### config.mk
export PLATFORM = sky130hd
export DESIGN_NAME = phy_rx_sync_ctrl
export DESIGN_NICKNAME = d
export VERILOG_FILES = /design/src/rtl/phy_rx_sync_ctrl.sv
export SDC_FILE = /design/constraint.sdc
export NUM_CORES = 1
export LEC_CHECK = 0
export BUFFER_PORTS_ARGS = -buffer_cell sky130_fd_sc_hd__buf_4
export CORE_ASPECT_RATIO = 0.7
export CORE_UTILIZATION = 50
export CTS_BUF_LIST = sky130_fd_sc_hd__clkbuf_4
export CTS_CLUSTER_DIAMETER = 30
export CTS_CLUSTER_SIZE = 25
export DETAILED_ROUTE_END_ITERATION = 12
export GPL_ROUTABILITY_DRIVEN = 0
export PLACE_DENSITY = 0.77
export SYNTH_ARGS = -nofsm -noshare
export SYNTH_HDL_FRONTEND = slang
export SYNTH_SLANG_ARGS = --single-unit
### constraint.sdc
create_clock -name clk_f -period 1.7 [get_ports clk_f]
set_clock_uncertainty 0.1 [all_clocks]
set_input_delay 0.51 -clock clk_f [delete_from_list [all_inputs] [get_ports clk_f]]
set_output_delay 0.51 -clock clk_f [all_outputs]
set_load 0.1 [all_outputs]
### src/rtl/phy_rx_sync_ctrl.sv
// Receive-side comma (8'hBC) sync FSM with registered payload forwarding.
// Optional: define RX_ERRCNT_EN to add the saturating err_cnt output.
module phy_rx_sync_ctrl #(
  parameter int unsigned LOCK_CNT = 4,
  parameter int unsigned LOSS_CNT = 3
) (
  input  logic       clk_f,
  input  logic       reset,
  input  logic       enable,
  input  logic [7:0] data_in,
  input  logic       valid_in,
  output logic [7:0] data_out,
  output logic       valid_out,
  output logic       active,
  output logic [1:0] sync_state,
  output logic       bc_seen
`ifdef RX_ERRCNT_EN
  ,
  output logic [7:0] err_cnt
`endif
);

  typedef enum logic [1:0] {
    HUNT   = 2'd0,
    CHECK  = 2'd1,
    LOCKED = 2'd2,
    ALERT  = 2'd3
  } state_t;

  state_t     r_state, w_state_nxt;
  logic [3:0] r_bc_cnt, w_bc_cnt_nxt;
  logic [3:0] r_bad_cnt, w_bad_cnt_nxt;
  logic [7:0] r_data_out;
  logic       r_valid_out;
  logic       r_bc_seen;

  logic       w_is_bc;
  logic       w_good;
  logic [4:0] w_bc_sum;
  logic [4:0] w_bad_sum;
  logic       w_fwd;

  assign w_is_bc   = (data_in == 8'hBC);
  assign w_good    = valid_in || w_is_bc;
  assign w_bc_sum  = {1'b0, r_bc_cnt} + 5'd1;
  assign w_bad_sum = {1'b0, r_bad_cnt} + 5'd1;
  assign active    = (r_state == LOCKED) || (r_state == ALERT);
  assign w_fwd     = active && enable && valid_in && !w_is_bc;

  always_comb begin
    w_state_nxt   = r_state;
    w_bc_cnt_nxt  = r_bc_cnt;
    w_bad_cnt_nxt = r_bad_cnt;
    if (!enable) begin
      w_state_nxt   = HUNT;
      w_bc_cnt_nxt  = '0;
      w_bad_cnt_nxt = '0;
    end else begin
      case (r_state)
        HUNT: begin
          w_bc_cnt_nxt  = '0;
          w_bad_cnt_nxt = '0;
          if (w_is_bc) begin
            w_state_nxt  = CHECK;
            w_bc_cnt_nxt = 4'd1;
          end
        end
        CHECK: begin
          if (w_is_bc) begin
            w_bc_cnt_nxt = (r_bc_cnt == 4'hF) ? 4'hF : w_bc_sum[3:0];
            if (w_bc_sum == 5'(LOCK_CNT)) w_state_nxt = LOCKED;
          end else begin
            w_state_nxt   = HUNT;
            w_bc_cnt_nxt  = '0;
            w_bad_cnt_nxt = '0;
          end
        end
        LOCKED: begin
          if (!w_good) begin
            if (LOSS_CNT == 1) begin
              w_state_nxt   = HUNT;
              w_bc_cnt_nxt  = '0;
              w_bad_cnt_nxt = '0;
            end else begin
              w_state_nxt   = ALERT;
              w_bad_cnt_nxt = 4'd1;
            end
          end
        end
        ALERT: begin
          if (w_good) begin
            w_state_nxt   = LOCKED;
            w_bad_cnt_nxt = '0;
          end else if (w_bad_sum == 5'(LOSS_CNT)) begin
            w_state_nxt   = HUNT;
            w_bc_cnt_nxt  = '0;
            w_bad_cnt_nxt = '0;
          end else begin
            w_bad_cnt_nxt = (r_bad_cnt == 4'hF) ? 4'hF : w_bad_sum[3:0];
          end
        end
        default: w_state_nxt = HUNT;
      endcase
    end
  end

  always_ff @(posedge clk_f) begin
    if (reset) begin
      r_state     <= HUNT;
      r_bc_cnt    <= '0;
      r_bad_cnt   <= '0;
      r_data_out  <= '0;
      r_valid_out <= 1'b0;
      r_bc_seen   <= 1'b0;
    end else begin
      r_state     <= w_state_nxt;
      r_bc_cnt    <= w_bc_cnt_nxt;
      r_bad_cnt   <= w_bad_cnt_nxt;
      r_valid_out <= w_fwd;
      r_bc_seen   <= w_is_bc;
      if (w_fwd) r_data_out <= data_in;
    end
  end

  assign data_out   = r_data_out;
  assign valid_out  = r_valid_out;
  assign sync_state = r_state;
  assign bc_seen    = r_bc_seen;

`ifdef RX_ERRCNT_EN
  logic [7:0] r_err_cnt;

  always_ff @(posedge clk_f) begin
    if (reset) begin
      r_err_cnt <= '0;
    end else if (active && !w_good && (r_err_cnt != 8'hFF)) begin
      r_err_cnt <= r_err_cnt + 8'd1;
    end
  end

  assign err_cnt = r_err_cnt;
`endif

endmodule
Word level (Yosys, flattened, before mapping)
Index checks and enable logic that the tools add are counted.
{ "op_classes": {"n_bitwise": 1, "n_eq_ne": 15, "addsub": 2, "reduce_logical": 12, "n_mux": 19} }
{ "op_table": {"columns": ["operator", "n"], "rows": [
  ["$mux 4", 9],
  ["$pmux 4 s4", 1],
  ["$mux 2", 6],
  ["$pmux 4 s3", 1],
  ["$add 4x1->5 const B", 2],
  ["$eq 4x4->1 const B", 2],
  ["$eq 8x8->1 const B", 1],
  ["$ne 2x2->1 const B", 4],
  ["$pmux 2 s4", 1],
  ["$eq 5x2->1 const B", 1],
  ["$eq 5x3->1 const B", 1],
  ["$eq 2x2->1 const B", 2],
  ["$reduce_and 4->1", 1],
  ["$logic_and 1x1->1", 3],
  ["$ne 3x2->1 const B", 1],
  ["$ne 3x3->1 const B", 1],
  ["$reduce_and 3->1", 1],
  ["$reduce_bool 3->1", 1],
  ["$eq 2x1->1 const B", 1],
  ["$logic_not 2->1", 1],
  ["$logic_or 1x1->1", 2],
  ["$ne 2x1->1 const B", 1],
  ["$reduce_and 2->1", 1],
  ["$reduce_or 2->1", 1],
  ["3 further kinds", 3]
]} }
{ "word_totals": {"output_inout_bits": 13, "regBits": 20, "input_bits": 12} }

Logic depth before layout (Yosys ltp)
{ "depth": {"word_depth": 5, "depth_mapped": 6} }

Least setup slack after synthesis
Ideal clock, no wire load.
{ "synth_path": {"kind": "register -> output", "start": "register r_state[1] (netlist: sync_state[1])", "end": "output active", "path_slack_ns": -0.820, "arrival_time_ns": 1.910, "stages_incl_launch_ff": 2, "required_time_ns": 1.090, "cell_sequence": "dfxtp_1 > clkbuf_1"} }
{ "synth_between": {"elab_chain_cells": 2, "elab_cells_between_ends": 3} }
{ "synth_rtl": {"columns": ["element", "line", "text"], "rows": [
  ["start, declared", "30", "state_t r_state, w_state_nxt;"],
  ["start signal, assigned", "116", "r_state <= w_state_nxt;"],
  ["$eq 2x2->1", "47", "assign active = (r_state == LOCKED) || (r_state == ALERT);"],
  ["$logic_or 1x1->1 *", "47", null],
  ["end, declared", "14", "output logic active,"]
]} }
Mark *: on every way between the ends. The rest lies on a longest branch, timed or not.

Worst setup path after layout
{ "layout_path": {"start": "register r_state[1] (netlist: sync_state[1])", "end": "output sync_state[1]"} }
{ "layout_rtl": {"columns": ["element", "line", "text"], "rows": [
  ["end, declared", "15", "output logic [1:0] sync_state,"]
]} }
No word-level cell between the ends.

==> impl_metrics.tcl <==
set metrics [dict create \
    status "finished, violations left" \
    violations "setup timing" \
    synth_fp_nets 143 \
    routed_wl_um 2600 \
    instances_no_fill 201 \
    synth_edf_count 0 \
    ir_worst_vdd_v 0.000393 \
    synth_fa_ha_area_frac 0.0440 \
    track_usage 0.231 \
    drc 0 \
    relSlewSlack 0.801 \
    fin_crit_sh 1.01 \
    grt_pass1_vias 967 \
    pwr-share-comb 0.083 \
    worst_slack_ns -0.0221 \
    clk_pin_slew_ns 0.11 \
    arrival_ns 1.11 \
    cts_buffers 3 \
    dpl_cell_area_sq_mm 0.00149 \
    synth_cells 127 \
    final_common_cell "buf_4" \
    viasPerCell 5.40 \
    numClockSinks 20 \
    cp_top_family "flip-flops" \
    final_cell_mix "buf_4, dfxtp_1, nor2_1" \
    wl_per_cell_um 13.0 \
    coreArea_sq_mm 0.00215 \
    layout-drive-gt1-share 0.361 \
    p_sw_mw 0.172 \
    cts_tree "built" \
    area_delta_synth_final_pct 34.9 \
    clock.fmax_mhz 581 \
    synth.area.mux_share 0.0528 \
    design_area_sq_mm 0.00153 \
    cts-hold-fix-buffers 0 \
    path_max_fanout 15 \
    hpwl_um 2000 \
    start_kind "flop" \
    cts_buffer_depth 2 \
    critical_path_class "reg2out" \
    antenna_cells 0 \
    yosys.area_share.simple 0.277 \
    root_buffer "clkbuf_4" \
    synth_top_family_by_area "simple AND/OR/NAND/NOR gates" \
    pwr-share-clk 0.301 \
    ys_ff_latch 20 \
    synthFlopType "dfxtp_1" \
    grt_start_max_net_pins 16 \
    hold_viol 0 \
    hold_class "in2reg" \
    postCtsSetupBuffers 0 \
    synth_compound_area_frac 0.231 \
    dieArea_sq_mm 0.00247 \
    num_vias 1086 \
    grt_first_pass_wirelength_um 4330 \
    row_count 14 \
    worstPathCellList "buf_4" \
    drt_iter0_drc 48 \
    grt_overflow 0 \
    antenna_found_initial 0 \
    setup_viol 2 \
    p_leak_nw 0.608 \
    intPower_mw 0.583 \
    r2r_slack_ns 0.07 \
    netlist_area_sq_mm 0.00114 \
    switching_share 0.228 \
    cp_slowest_stage_delay_ns 0.48 \
    synth.distinct_cells 42 \
    ys_seq_area_frac 0.352 \
    dr.pass1.iters 4 \
    fin_crit_ns 1.72 \
    slowest_stage "dfxtp_4" \
    port-buffer-count 24 \
    die_w_um 59.0 \
    postRouteAntennaNets 0 \
    power_density_mw_per_mm2 492 \
    cp_num_buf_inv 1 \
    worstMarginPinSlew_ns 0.298 \
    synth_xor_area_frac 0.00770 \
    worstSkewPairLatency_ns 0.30 \
    start_util 0.528 \
    yosysWarnings 0 \
    drv_cap 0 \
    io_pins 25 \
    htree_levels 1 \
    dp.cells 197 \
    seqPwrFrac 0.616 \
    avgSynthCellArea_sq_um 8.96 \
    rsz0062_at_grt "true" \
    required_ns 1.09 \
    nets 186 \
    synthArstFlopShare 0 \
    slew_violations 0 \
    die_h_um 41.9 \
    cp-end-kind "output pin" \
]
sequential cells by signal (all words and copies together), names as in the netlist:
register    flops
bc_seen         1
valid_out       1
sync_state      2
r_bad_cnt       4
r_bc_cnt        4
data_out        8
routing by layer:
metal  part of all wire  up-vias  wire length [um]  global-route usage
li1                   -      550                 -                   -
met1               0.52      516              1350               0.346
met4             0.0054        0                14              0.0524
met2               0.44       18              1150               0.330
met5                  0        -                 0                   0
met3              0.036        2                95              0.0561
cells in the mapped netlist (all sizes together), types with 3 or more instances:
cell	number	area, sq um
inv	4	15.0
ha	4	50.1
dfxtp	20	400
a21oi	9	60.1
o21ai	6	30.0
nand4	3	18.8
nand2b	3	18.8
nor3	6	30.0
nor2	14	60.1
clkbuf	3	12.5
mux2i	6	60.1
nand3	8	45.0
nand2	12	45.0
cell families (layout without fill, tap and decap cells):
logic type / Yosys count / after routing
AND/OR/NAND/NOR: 57 / 57
multiplexers: 6 / 6
adder cells (fa/ha/maj): 4 / 4
XOR/XNOR: 1 / 1
AO/OA/AOI/OAI: 30 / 30
buffers and inverters: 9 / 51
flip-flops: 20 / 20
through the flow:
step	setup TNS [ns]	setup slack, ns	hold slack (ns)	util	total power [mW]
after global placement	-1.77	-0.250	0.371	0.690	0.537
after CTS	-0.0778	-0.0389	0.348	0.702	0.766
after floorplan	0	0.00369	0.386	-	0.497
after global routing	-0.134	-0.0676	0.355	0.712	0.790
final	-0.0429	-0.0221	0.358	0.712	0.755
after detailed placement	-2.11	-0.239	0.388	0.690	0.538
area by class of cell:
cell class              instances  area [sq um]
clock buffers                   3          22.5
clock inverters                 1          3.75
fillers                       180           621
inverters                       4          15.0
multi-input cells              98           722
flip-flops and latches         20           408
well taps                      32          40.0
repair buffers                 43           323
final timing paths:
kind / endpoint / from / depth (start not counted)
setup / recovery: sync_state[1] / sync_state[1] / 1
hold / removal: data_out[4] / reset / 2
setup reg to reg: sync_state[0] / r_bad_cnt[0] / 6
hold reg to reg: data_out[4] / data_out[4] / 2
what timing repair did:
item	CTS	global route
endpoints found under the setup margin	2	5
gates cloned	0	0
pin swaps	0	1
gates resized for setup	0	4
power groups by stage:
stage	Sequential [mW]	Clock [mW]	Combinational, mW
6_report	0.465	0.227	0.0626
5_1_grt	0.466	0.257	0.0677
4_1_cts	0.465	0.238	0.0621
3_5_place_dp	0.476	0	0.0620
3_3_place_gp	0.476	0	0.0612
2_1_floorplan	0.477	0	0.0206
(Power assumes the default switching activity.)
